==> config.mk <==
export PLATFORM = sky130hd
export DESIGN_NAME = ctrl_fsm_gen_flat
export DESIGN_NICKNAME = d
export VERILOG_FILES = /design/src/rtl/ctrl_fsm_gen_if.sv /design/src/rtl/ctrl_fsm_gen.sv /design/src/flat_wrapper.sv
export SDC_FILE = /design/constraint.sdc
export NUM_CORES = 1
export LEC_CHECK = 0
export CAP_MARGIN = 10
export CORE_MARGIN = 2
export CORE_UTILIZATION = 45
export CTS_CLUSTER_DIAMETER = 40
export DETAILED_ROUTE_END_ITERATION = 8
export PLACE_DENSITY = 0.86
export SETUP_SLACK_MARGIN = 0.3
export SKIP_LAST_GASP = 1
export SYNTH_ARGS = -nofsm -noshare
export SYNTH_HDL_FRONTEND = slang
export SYNTH_SLANG_ARGS = --single-unit
==> constraint.sdc <==
create_clock -name CLK -period 2.3 [get_ports CLK]
set_input_delay 0.575 -clock CLK [delete_from_list [all_inputs] [get_ports CLK]]
set_output_delay 0.575 -clock CLK [all_outputs]
set_load 0.03 [all_outputs]
==> src/rtl/ctrl_fsm_gen_if.sv <==
// ctrl_fsm_gen_if: controller <-> datapath signal bundle.
// master = controller side (drives PCINC/D_W/ALU_SEL/B_SEL/REG_LOAD/
//   FINISH/ILLEGAL[/INSTR_CNT]); slave = datapath/memory side
//   (drives IR/Z/IMEM_RDY/DMEM_RDY/START).
// Optional INSTR_CNT member present when CTRL_INSTR_CNT_EN is defined.
interface ctrl_fsm_gen_if #(
  parameter int NREG   = 4,
  parameter int BSEL_W = 5,
  parameter int LOAD_W = NREG + 4
);
  logic [7:0]        IR;
  logic              Z;
  logic              IMEM_RDY;
  logic              DMEM_RDY;
  logic              START;
  logic              PCINC;
  logic              D_W;
  logic [3:0]        ALU_SEL;
  logic [BSEL_W-1:0] B_SEL;
  logic [LOAD_W-1:0] REG_LOAD;
  logic              FINISH;
  logic              ILLEGAL;
`ifdef CTRL_INSTR_CNT_EN
  logic [15:0]       INSTR_CNT;
`endif

  modport master (
    input  IR, Z, IMEM_RDY, DMEM_RDY, START,
    output PCINC, D_W, ALU_SEL, B_SEL, REG_LOAD,
`ifdef CTRL_INSTR_CNT_EN
    output INSTR_CNT,
`endif
    output FINISH, ILLEGAL
  );

  modport slave (
    output IR, Z, IMEM_RDY, DMEM_RDY, START,
    input  PCINC, D_W, ALU_SEL, B_SEL, REG_LOAD,
`ifdef CTRL_INSTR_CNT_EN
    input  INSTR_CNT,
`endif
    input  FINISH, ILLEGAL
  );
endinterface

==> src/rtl/ctrl_fsm_gen.sv <==
// ctrl_fsm_gen: multi-cycle control unit for the accumulator processor.
// Ports: CLK, RESET (async, active-high), bus (ctrl_fsm_gen_if.master):
//   in  IR, Z, IMEM_RDY, DMEM_RDY, START
//   out PCINC, D_W, ALU_SEL, B_SEL, REG_LOAD, FINISH, ILLEGAL
// Optional: define CTRL_INSTR_CNT_EN to add the 16-bit saturating
//   retired-instruction counter on bus.INSTR_CNT.
module ctrl_fsm_gen #(
  parameter int NREG   = 4,
  parameter int BSEL_W = 5
) (
  input logic             CLK,
  input logic             RESET,
  ctrl_fsm_gen_if.master  bus
);

  localparam int LOAD_W = NREG + 4;

  typedef enum logic [3:0] {
    S_FETCH1, S_FETCH2, S_FETCH3, S_DECODE,
    S_EXEC,   S_LD1,    S_LD2,    S_ST1,
    S_JN1,    S_JT1,    S_JT2,    S_JT3,
    S_END1,   S_END2,   S_HALT
  } state_t;

  state_t state_q, state_d;

  logic [3:0] cls;
  logic [3:0] idx;
  logic       reg_op;
  logic       reg_ok;
  logic       illegal;
  logic       taken;

  assign cls    = bus.IR[7:4];
  assign idx    = bus.IR[3:0];
  assign reg_op = (cls >= 4'h3) && (cls <= 4'h9);
  assign reg_ok = int'(idx) < NREG;
  assign illegal = (reg_op && !reg_ok) ||
                   (cls == 4'hF && idx != 4'h0 && idx != 4'hF);
  // JMPZ takes on Z=1, JMPNZ on Z=0; only consulted in DECODE
  assign taken  = (cls == 4'hD) ? bus.Z : !bus.Z;

  always_comb begin
    state_d = state_q;
    unique case (state_q)
      S_FETCH1: if (bus.IMEM_RDY) state_d = S_FETCH2;
      S_FETCH2: state_d = S_FETCH3;
      S_FETCH3: state_d = S_DECODE;
      S_DECODE: begin
        if (illegal) begin
          state_d = S_FETCH1;
        end else begin
          unique case (cls)
            4'h0:       state_d = S_FETCH1;
            4'h1:       state_d = S_LD1;
            4'h2:       state_d = S_ST1;
            4'hD, 4'hE: state_d = taken ? S_JT1 : S_JN1;
            4'hF:       state_d = (idx == 4'hF) ? S_END1 : S_EXEC;
            default:    state_d = S_EXEC;
          endcase
        end
      end
      S_EXEC:   state_d = S_FETCH1;
      S_LD1:    if (bus.DMEM_RDY) state_d = S_LD2;
      S_LD2:    state_d = S_FETCH1;
      S_ST1:    if (bus.DMEM_RDY) state_d = S_FETCH1;
      S_JN1:    state_d = S_FETCH1;
      S_JT1:    state_d = S_JT2;
      S_JT2:    if (bus.IMEM_RDY) state_d = S_JT3;
      S_JT3:    state_d = S_FETCH1;
      S_END1:   state_d = S_END2;
      S_END2:   state_d = S_HALT;
      S_HALT:   if (bus.START) state_d = S_FETCH1;
      default:  state_d = S_FETCH1;
    endcase
  end

  always_ff @(posedge CLK or posedge RESET) begin
    if (RESET) state_q <= S_FETCH1;
    else       state_q <= state_d;
  end

  logic              pcinc;
  logic              d_w;
  logic [3:0]        alu_sel;
  logic [BSEL_W-1:0] b_sel;
  logic [LOAD_W-1:0] reg_load;
  logic              finish;
  logic              ill_o;

  // Outputs decode the live state so an async reset drops D_W at once
  always_comb begin
    pcinc    = 1'b0;
    d_w      = 1'b0;
    alu_sel  = 4'd0;
    b_sel    = BSEL_W'(1);
    reg_load = '0;
    finish   = 1'b0;
    ill_o    = 1'b0;
    unique case (state_q)
      S_FETCH2: reg_load = LOAD_W'(8);
      S_FETCH3: pcinc = 1'b1;
      S_DECODE: ill_o = illegal;
      S_EXEC: begin
        unique case (cls)
          4'h3: begin
            b_sel    = BSEL_W'(2);
            reg_load = LOAD_W'(1) << (4 + idx);
          end
          4'h4, 4'h5, 4'h6, 4'h7, 4'h8, 4'h9: begin
            b_sel    = BSEL_W'(3) + BSEL_W'(idx);
            reg_load = LOAD_W'(2);
            unique case (cls)
              4'h4:    alu_sel = 4'd1;
              4'h5:    alu_sel = 4'd2;
              4'h6:    alu_sel = 4'd3;
              4'h7:    alu_sel = 4'd9;
              4'h8:    alu_sel = 4'd10;
              default: alu_sel = 4'd11;
            endcase
          end
          4'hA: begin
            alu_sel  = 4'd12;
            reg_load = LOAD_W'(2);
          end
          4'hB: begin
            alu_sel  = 4'd4;
            reg_load = LOAD_W'(2);
          end
          4'hC: begin
            alu_sel  = 4'd5;
            reg_load = LOAD_W'(2);
          end
          4'hF: begin
            b_sel    = BSEL_W'(2);
            reg_load = LOAD_W'(1);
          end
          default: ;
        endcase
      end
      S_LD1: b_sel = BSEL_W'(0);
      S_LD2: begin
        alu_sel  = 4'd1;
        b_sel    = BSEL_W'(0);
        reg_load = LOAD_W'(2);
      end
      S_ST1: begin
        d_w   = 1'b1;
        b_sel = BSEL_W'(2);
      end
      S_JN1: pcinc = 1'b1;
      S_JT1: pcinc = 1'b1;
      S_JT3: reg_load = LOAD_W'(4);
      S_END1: begin
        alu_sel  = 4'd5;
        reg_load = LOAD_W'(2);
      end
      // AC is zero after END1, so PC <- AC clears the PC
      S_END2: begin
        b_sel    = BSEL_W'(2);
        reg_load = LOAD_W'(4);
      end
      S_HALT: finish = 1'b1;
      default: ;
    endcase
  end

  assign bus.PCINC    = pcinc;
  assign bus.D_W      = d_w;
  assign bus.ALU_SEL  = alu_sel;
  assign bus.B_SEL    = b_sel;
  assign bus.REG_LOAD = reg_load;
  assign bus.FINISH   = finish;
  assign bus.ILLEGAL  = ill_o;

`ifdef CTRL_INSTR_CNT_EN
  logic [15:0] cnt_q, cnt_d;
  logic        retire;

  // DECODE -> FETCH1 only happens for NOP or an illegal opcode
  assign retire = (state_d == S_FETCH1) &&
                  (state_q inside {S_DECODE, S_EXEC, S_LD2,
                                   S_ST1, S_JN1, S_JT3});

  always_comb begin
    cnt_d = cnt_q;
    if (retire && cnt_q != 16'hFFFF) cnt_d = cnt_q + 16'd1;
  end

  always_ff @(posedge CLK or posedge RESET) begin
    if (RESET) cnt_q <= 16'd0;
    else       cnt_q <= cnt_d;
  end

  assign bus.INSTR_CNT = cnt_q;
`endif

endmodule

==> src/flat_wrapper.sv <==
// flat-port wrapper written by rule: the top's interface ports become plain ports
module ctrl_fsm_gen_flat 
#(
  parameter int NREG   = 4,
  parameter int BSEL_W = 5
)
  (CLK, RESET, bus_IR, bus_Z, bus_IMEM_RDY, bus_DMEM_RDY, bus_START, bus_PCINC, bus_D_W, bus_ALU_SEL, bus_B_SEL, bus_REG_LOAD, bus_FINISH, bus_ILLEGAL);
  ctrl_fsm_gen_if #(.NREG(NREG), .BSEL_W(BSEL_W)) bus_i ();
  input logic CLK;
  input logic RESET;
  input wire logic [$bits(bus_i.IR)-1:0] bus_IR;
  input wire logic [$bits(bus_i.Z)-1:0] bus_Z;
  input wire logic [$bits(bus_i.IMEM_RDY)-1:0] bus_IMEM_RDY;
  input wire logic [$bits(bus_i.DMEM_RDY)-1:0] bus_DMEM_RDY;
  input wire logic [$bits(bus_i.START)-1:0] bus_START;
  output wire logic [$bits(bus_i.PCINC)-1:0] bus_PCINC;
  output wire logic [$bits(bus_i.D_W)-1:0] bus_D_W;
  output wire logic [$bits(bus_i.ALU_SEL)-1:0] bus_ALU_SEL;
  output wire logic [$bits(bus_i.B_SEL)-1:0] bus_B_SEL;
  output wire logic [$bits(bus_i.REG_LOAD)-1:0] bus_REG_LOAD;
  output wire logic [$bits(bus_i.FINISH)-1:0] bus_FINISH;
  output wire logic [$bits(bus_i.ILLEGAL)-1:0] bus_ILLEGAL;
  assign bus_i.IR = bus_IR;
  assign bus_i.Z = bus_Z;
  assign bus_i.IMEM_RDY = bus_IMEM_RDY;
  assign bus_i.DMEM_RDY = bus_DMEM_RDY;
  assign bus_i.START = bus_START;
  assign bus_PCINC = bus_i.PCINC;
  assign bus_D_W = bus_i.D_W;
  assign bus_ALU_SEL = bus_i.ALU_SEL;
  assign bus_B_SEL = bus_i.B_SEL;
  assign bus_REG_LOAD = bus_i.REG_LOAD;
  assign bus_FINISH = bus_i.FINISH;
  assign bus_ILLEGAL = bus_i.ILLEGAL;
  ctrl_fsm_gen #(.NREG(NREG), .BSEL_W(BSEL_W)) u_core (.CLK(CLK), .RESET(RESET), .bus(bus_i));
endmodule
==> results of run 1 <==
## through the flow
step / instance area (um2) / setup WS, ns / instances
after floorplan: 1249 / -0.07185 / 145
after global placement: 1813 / -0.7199 / 236
after detailed placement: 1813 / -0.7852 / 236
## kinds of logic after synthesis
logic type	Yosys count	share of synthesized area
buffers and inverters	19	0.08408
xor gates and xnor gates	3	0.02676
DFF	4	0.1019
AOI/OAI and AO/OA	42	0.2713
adders and majority gates	6	0.07389
muxes	3	0.03185
and+or+nand+nor	68	0.4102
==> results.txt, run 1 <==
CTS Hold Buffers Added -> 0
Top-count cell post-synth -> nor2_1
CTS Buffer Depth -> 2
Total clock sinks -> 4
Post CTS Setup Buffer Count -> 16
Htree depth -> 1
Sequential area share after synthesis -> 0.1019
YS warnings -> 0
FP Rows -> 16
Post-Synthesis Net Count -> 164
GPL Wtd Cong -> 0.8992
Port bufs -> 34
Die W -> 50.72 um
Syn_area_per_cell -> 6.774 um2
Starting Density -> 0.4906
Post-synth EDFFs -> 0
Synth top area share -> 0.1019
Ys flop type -> dfrtp_1
Root Buffer -> clkbuf_4
Library cells used by synthesis -> 50
CTS Buf Count -> 3
Dpl hpwl -> 3.027 mm
Die height -> 50.72 um
Commonest cells in the synthesized netlist -> nor2_1, nand2_1, a21oi_1
Leading post-synthesis cells by cell area -> dfrtp_1, nor2_1, ha_1, a21oi_1, nand2_1
Post-synth ARST share -> 1.000
Num ports -> 35
Cts repair resizes -> 128
Seq cells post-synth -> 4
Status -> stopped before the end
Post-Syn Instances -> 145
Error msg -> [ERROR DPL-0038] Utilization greater than 100%, impossible to legalize
Stop stage -> clock tree synthesis (4_1_cts)
Biggest area consumer among synthesized cells -> dfrtp_1
Post-Syn Area -> 982.2 um2
==> inputs of run 2 (changes only) <==
CORE_AREA = 2 2 63 65   (was default)
CORE_MARGIN = default   (was 2)
CORE_UTILIZATION = default   (was 45)
CTS_CLUSTER_DIAMETER = default   (was 40)
DIE_AREA = 0 0 65 67   (was default)
PLACE_DENSITY = default   (was 0.86)
PLACE_DENSITY_LB_ADDON = 0.15   (was default)
SETUP_SLACK_MARGIN = default   (was 0.3)
==> run 2 against run 1 <==
The flow now finishes, with violations (negative setup slack); synthesized cell count unchanged; area after synthesis unchanged.
==> results.txt, run 2 <==
Vias per inst -> 5.151
Startpoint Class -> flip-flop
Drt drc -> 0
Status -> complete, but fails checks
Worst Path Max Fanout -> 4
Total Wirelength -> 3.991 mm
Final Skew -> 0.003806 ns
Pwr Total -> 0.001315 W
Max reg flops -> 4
Pin count of the biggest net entering global routing -> 19
Seq cells post-synth -> 4 (unchanged)
CTS tree -> yes
Post-Synthesis Net Count -> 164 (unchanged)
CP endpoint kind -> output port
Hold Crit Class -> in -> async
VDD IR max -> 0.0001936 V
First-pass GRT wire length -> 6.313 mm
Fin. max-slew vios -> 0
Worst-path clk slew -> 0.03 ns
Final Hold Viols -> 0
Post-synth ARST share -> 1.000 (unchanged)
Ys flop type -> dfrtp_1
Crit path kind -> reg -> out
Number of nets with antenna violations after routing -> 0
Top-count cell post-synth -> nor2_1
Rel. slew slack -> 0.7764
Most common cell after layout, fill and taps aside -> buf_4
Syn_area_per_cell -> 6.774 um2 (unchanged)
Port bufs -> 34 (unchanged)
Adder-cell share of the synthesized area -> 0.07389 (unchanged)
Final setup fails -> 11
CORE AREA -> 3606 um2
Layout cells sized above 1 -> 0.5670
CTS Hold Buffers Added -> 0 (unchanged)
Die height -> 67 um (+32%)
XOR/XNOR Fraction of Synth Area -> 0.02675 (unchanged)
Vias in the first global route -> 1305
Fmax -> 0.3943 GHz
Biggest registers after layout -> u_core.state_q x4
Non-filler cells, final -> 272
Setup TNS -> -1.261 ns
Root Buffer -> clkbuf_8
YS warnings -> 0 (unchanged)
Total clock sinks -> 4 (unchanged)
Tcrit/Tclk final -> 1.103
Number of antenna diodes -> 0
Full die area -> 4355 um2
CTS Buf Count -> 3 (unchanged)
Worst setup margin -> -0.2363 ns
Max capacitance violation total -> 0
Post-synthesis compound-gate area fraction -> 0.2713 (unchanged)
Commonest cells in the synthesized netlist -> nor2_1, nand2_1, a21oi_1
Most frequent cells in the layout -> buf_4, nor2_1, buf_6
Final nets -> 245
Violated checks -> negative setup slack
Biggest area consumer among synthesized cells -> dfrtp_1
Tot GR Track Use -> 0.1892
RSZ-0062 raised after global routing -> yes
Num ports -> 35 (unchanged)
FILL cells -> 337
DRT Pass-1 Iters -> 4
Req. time, crit path -> 1.73 ns
Least-Margin Pin Slew -> 0.3307 ns
Main combinational cell family by area after synthesis -> simple AND/OR/NAND/NOR gates
Antenna violations before repair -> 0
Congestion Overflow GR -> 0
P&R area growth vs syn -> 110.1%
Largest Register -> u_core.state_q
Dpl hpwl -> 2.949 mm (-2.6%)
Post-synthesis mux area share -> 0.03185 (unchanged)
Clock period minus worst slack -> 2.536 ns
CTS Buffer Depth -> 2 (unchanged)
Inst Count DP -> 255 (+8.1%)
Synth top area share -> 0.1019 (unchanged)
Post-Syn Instances -> 145 (unchanged)
Average wire per standard cell -> 14.67 um
FP Rows -> 22 (+6)
Vias -> 1401
Starting Density -> 0.2724 (-0.2182)
GPL Wtd Cong -> 0.8262 (-8.1%)
Library cells used by synthesis -> 50 (unchanged)
Leakage dissipation -> 0.8549 nW
Htree depth -> 1 (unchanged)
Die W -> 65 um (+28%)
Sequential area share after synthesis -> 0.1019 (unchanged)
Synth Area in Simple Gates -> 0.4102 (unchanged)
P per Cell Area -> 637.6 nW/um2
Clock latency on the worst-skew pair -> 0.22 ns
Post-Syn Area -> 982.2 um2 (unchanged)
Worst Path Arrival -> 1.96 ns
1st-iter DRT viols -> 72
Leading post-synthesis cells by cell area -> dfrtp_1, nor2_1, ha_1, a21oi_1, nand2_1
Post-synth EDFFs -> 0 (unchanged)
run 2: cell counts after synthesis:
No cell type changed its count.
run 2: cells by family after synthesis:
group / Yosys count
buffers and inverters: 19
XOR/XNOR: 3
adder cells (fa/ha/maj): 6
flip-flops: 4
multiplexers: 3
AO/OA/AOI/OAI: 42
AND/OR/NAND/NOR: 68
run 2: worst paths after layout:
kind | depth (start not counted) | endpoint | slack (ns) | from
min reg2reg | 3 | u_core.state_q[0]$_DFFE_PP0P_ | 0.74 | u_core.state_q[2]$_DFFE_PP0P_
max reg2reg | 5 | u_core.state_q[1]$_DFFE_PP0P_ | 0.70 | u_core.state_q[3]$_DFFE_PP0P_
max in group asynchronous | 2 | u_core.state_q[3]$_DFFE_PP0P_ | 1.61 | RESET
max | 5 | bus_REG_LOAD[6] | -0.24 | u_core.state_q[3]$_DFFE_PP0P_
min in group CLK | 3 | u_core.state_q[0]$_DFFE_PP0P_ | 0.74 | u_core.state_q[2]$_DFFE_PP0P_
min | 2 | u_core.state_q[1]$_DFFE_PP0P_ | 0.54 | RESET
run 2: layout make-up:
class / instances / area [um2] / share of cell area
Sequential cell: 4 / 100.1 / 0.04851
Multi-Input combinational cell: 122 / 1062 / 0.5149
Clock buffer: 3 / 41.29 / 0.02001
Tap cell: 48 / 60.06 / 0.02911
Inverter: 8 / 51.30 / 0.02486
Timing Repair Buffer: 87 / 748.2 / 0.3626
run 2: worst max-delay path, stage by stage, from the launching register on:
cell     delay [ns]
dfrtp_1        0.40
nor4b_4        0.34
nand2_2        0.10
or4_4          0.49
nor4_4         0.22
buf_4          0.19
run 2: per-stage QoR:
step / hold slack (ns) / setup WS, ns / cell area (um2) / utilization
2_1_floorplan: 0.3411 / -0.06612 / 1090 / -
6_report: 0.5397 / -0.2363 / 2063 / 0.5722
3_5_place_dp: 0.7332 / -0.7571 / 1680 / 0.4660
5_1_grt: 0.5562 / -0.3263 / 2063 / 0.5722
4_1_cts: 0.5438 / -0.2607 / 1867 / 0.5177
3_3_place_gp: 0.6964 / -0.7319 / 1680 / 0.4660
run 2: report_power, final:
| group | internal, W | total [W] | switching, W |
|---|---|---|---|
| sequential | 0.000101 | 0.000125 | 0.0000249 |
| clock | 0.000112 | 0.000150 | 0.0000386 |
| combinational | 0.000434 | 0.00104 | 0.000605 |
run 2: timing repair:
action | CTS | global route
endpoints found under the setup margin | 20 | 15
buffers inserted | 3 | 10
gates resized for setup | 72 | 25
cloned | 1 | 0
pin swaps | 18 | 11
run 2: per-layer routing:
| metal | vias to the layer above | global-route usage | share of wire |
|---|---|---|---|
| li1 | 692 | - | - |
| met1 | 677 | 0.2232 | 0.43 |
| met2 | 29 | 0.3660 | 0.54 |
| met3 | 3 | 0.01689 | 0.026 |
| met4 | 0 | 0.04255 | 0.0063 |
| met5 | - | 0 | 0 |
Power figures use the tool's default switching activity.
==> inputs of run 3 (changes only) <==
clock period = 2.25 ns   (was 2.3 ns; I/O delays follow)
==> run 3 against run 2 <==
The run still ends with negative setup slack left; cell count rose by 1.8%; critical endpoint unchanged; clock power rose by 5%; sequential power rose by 3%; setup slack got worse by 0.075 ns.
==> results.txt, run 3 (synthesis gave the netlist of run 2 again) <==
Status -> complete, but fails checks
Violated checks -> negative setup slack
Worst-path clk slew -> 0.03 ns (about the same)
Int Pwr -> 0.0006521 W (+0.84%)
Total clock sinks -> 4 (unchanged)
Switch share -> 0.5050 (-0.003394)
Most common cell after layout, fill and taps aside -> buf_4
Number of antenna diodes -> 0 (unchanged)
Fin. max-slew vios -> 0 (unchanged)
Final nets -> 250 (+2.0%)
Inst Count DP -> 260 (+2.0%)
FP Rows -> 22 (unchanged)
Fmax -> 0.3905 GHz
Average wire per standard cell -> 14.46 um (-1.4%)
Die height -> 67 um (unchanged)
R2R Path End -> u_core.state_q[1]$_DFFE_PP0P_
Tcrit/Tclk final -> 1.138
Most frequent cells in the layout -> buf_4, buf_6, nor2_1
Setup TNS -> -1.840 ns (-0.5795 ns)
Hold Crit Class -> in -> async
Least-Margin Pin Slew -> 0.3544 ns (+0.02366 ns)
Worst Path Max Fanout -> 3 (-1)
Rel. slew slack -> 0.7604 (-0.01599)
Combinational fraction of design power -> 0.782 (-0.008)
Non-filler cells, final -> 277 (+1.8%)
CTS Hold Buffers Added -> 0 (unchanged)
Clock latency on the worst-skew pair -> 0.22 ns (about the same)
VDD IR max -> 0.0002654 V (+37%)
Largest Register -> u_core.state_q
Final setup fails -> 11 (unchanged)
Wl on met1 -> 1.740 mm (+2.1%)
Root Buffer -> clkbuf_8
Full die area -> 4355 um2 (unchanged)
First-pass GRT wire length -> 6.541 mm (+3.6%)
Max reg flops -> 4 (unchanged)
Final Hold Viols -> 0 (unchanged)
Congestion Overflow GR -> 0 (unchanged)
WHS -> 0.5389 ns (-0.0007620 ns)
FF-to-FF Start -> u_core.state_q[3]$_DFFE_PP0P_
Clock period minus worst slack -> 2.561 ns
Register area -> 100.1 um2 (unchanged)
Port bufs -> 34 (unchanged)
R2R Setup Slk -> 0.64 ns (-0.06 ns)
Total Wirelength -> 4.006 mm (+0.38%)
Final Skew -> 0.004004 ns (+0.0001980 ns)
CORE AREA -> 3606 um2 (unchanged)
Number of nets with antenna violations after routing -> 0 (unchanged)
1st-iter DRT viols -> 68 (-5.6%)
Biggest registers after layout -> u_core.state_q x4
Vias -> 1404 (+0.21%)
CTS Buf Count -> 3 (unchanged)
DRT Pass-1 Iters -> 4 (unchanged)
Met2 WL -> 2.047 mm (-5.1%)
Post-placement cell area -> 1742 um2 (+3.6%)
Dpl hpwl -> 2.885 mm (-2.2%)
Clk network pwr share -> 0.120 (+0.006)
Final instance area -> 2101 um2 (+1.8%)
Top sig layer -> met4
Setup crit end -> bus_REG_LOAD[6]
Worst Path Arrival -> 2.00 ns (+0.04 ns)
Pin count of the biggest net entering global routing -> 19 (unchanged)
Tot GR Track Use -> 0.1941 (+0.004840)
CP endpoint kind -> output port
Drt drc -> 0 (unchanged)
Vias in the first global route -> 1435 (+10%)
Req. time, crit path -> 1.69 ns (-0.04 ns)
Htree depth -> 1 (unchanged)
Met3 WL -> 158 um (+55%)
Vias per inst -> 5.069 (-1.6%)
Max capacitance violation total -> 0 (unchanged)
P&R area growth vs syn -> 113.9%
RSZ-0062 raised after global routing -> yes
Leakage dissipation -> 0.8784 nW (+2.7%)
CTS tree -> yes
CP Launch Point -> u_core.state_q[1]$_DFFE_PP0P_
Crit path kind -> reg -> out
Num ports -> 35 (unchanged)
Antenna violations before repair -> 0 (unchanged)
Die W -> 65 um (unchanged)
Area of the multi-input gates -> 1055 um2 (-0.71%)
Switch Pwr -> 0.0006653 W (-0.52%)
Starting Density -> 0.2724 (unchanged)
Layout cells sized above 1 -> 0.5808 (+0.01382)
FILL cells -> 311 (-7.7%)
Startpoint Class -> flip-flop
R2R cell count -> 5 (unchanged)
GPL Wtd Cong -> 0.8225 (-0.45%)
Sequential power share -> 0.098 (+0.003)
Worst setup margin -> -0.3109 ns (-0.07469 ns)
CTS Buffer Depth -> 2 (unchanged)
P per Cell Area -> 627.1 nW/um2 (-1.6%)
[run 3: how the worst min path moves through the flow]
stage               depth (start not counted)  slack [ns]                       endpoint                          start
floorplan                                   1        0.33  u_core.state_q[0]$_DFFE_PP0P_                          RESET
global placement                            3        0.70  u_core.state_q[0]$_DFFE_PP0P_  u_core.state_q[2]$_DFFE_PP0P_
detailed placement                          3        0.70  u_core.state_q[0]$_DFFE_PP0P_  u_core.state_q[2]$_DFFE_PP0P_
CTS                                         2        0.54  u_core.state_q[2]$_DFFE_PP0P_                          RESET
global route                                2        0.54  u_core.state_q[2]$_DFFE_PP0P_                          RESET
finish                                      2        0.54  u_core.state_q[2]$_DFFE_PP0P_                          RESET
[run 3: final cells by class]
cell class / count / share of cell area
multi-input combinational: 122 / 0.5021
timing repair buffer: 92 / 0.3788
inverter: 8 / 0.02323
tap: 48 / 0.02859
sequential: 4 / 0.04765
clock buffer: 3 / 0.01965
[run 3: repair_timing]
action / in CTS / in global routing
hold endpoints to repair: 0 / 0
pin swaps: 22 / 12
setup buffers: 12 / 3
endpoints found under the setup margin: 20 / 15
resized for setup: 86 / 9
[run 3: metrics by stage]
stage | setup slack (ns) | power, W | utilization
6_report | -0.3109 | 0.001317 | 0.5826
5_1_grt | -0.3713 | 0.001409 | 0.5826
4_1_cts | -0.2978 | 0.001287 | 0.5645
3_5_place_dp | -0.7763 | 0.001063 | 0.4830
3_3_place_gp | -0.7395 | 0.001058 | 0.4830
2_1_floorplan | -0.08778 | 0.0007644 | -
[run 3: power by group through the flow]
| stage | combinational (W) | clock, W | sequential, W |
|---|---|---|---|
| 2_1_floorplan | 0.000651 | 0 | 0.000114 |
| 4_1_cts | 0.000995 | 0.000163 | 0.000129 |
| 3_5_place_dp | 0.000933 | 0 | 0.000130 |
| 6_report | 0.00103 | 0.000158 | 0.000129 |
| 3_3_place_gp | 0.000930 | 0 | 0.000128 |
| 5_1_grt | 0.00111 | 0.000167 | 0.000134 |
[run 3: critical path, stage by stage, from the launching register on]
cell     delay [ns]
dfrtp_1        0.40
nor4b_4        0.34
nand2_1        0.14
or4_4          0.47
nor4_4         0.25
buf_6          0.17
[run 3: routing by layer]
metal / vias up / track usage
met1: 650 / 0.2411
li1: 700 / -
met4: 0 / 0.07447
met2: 48 / 0.3402
met5: - / 0
met3: 6 / 0.02365
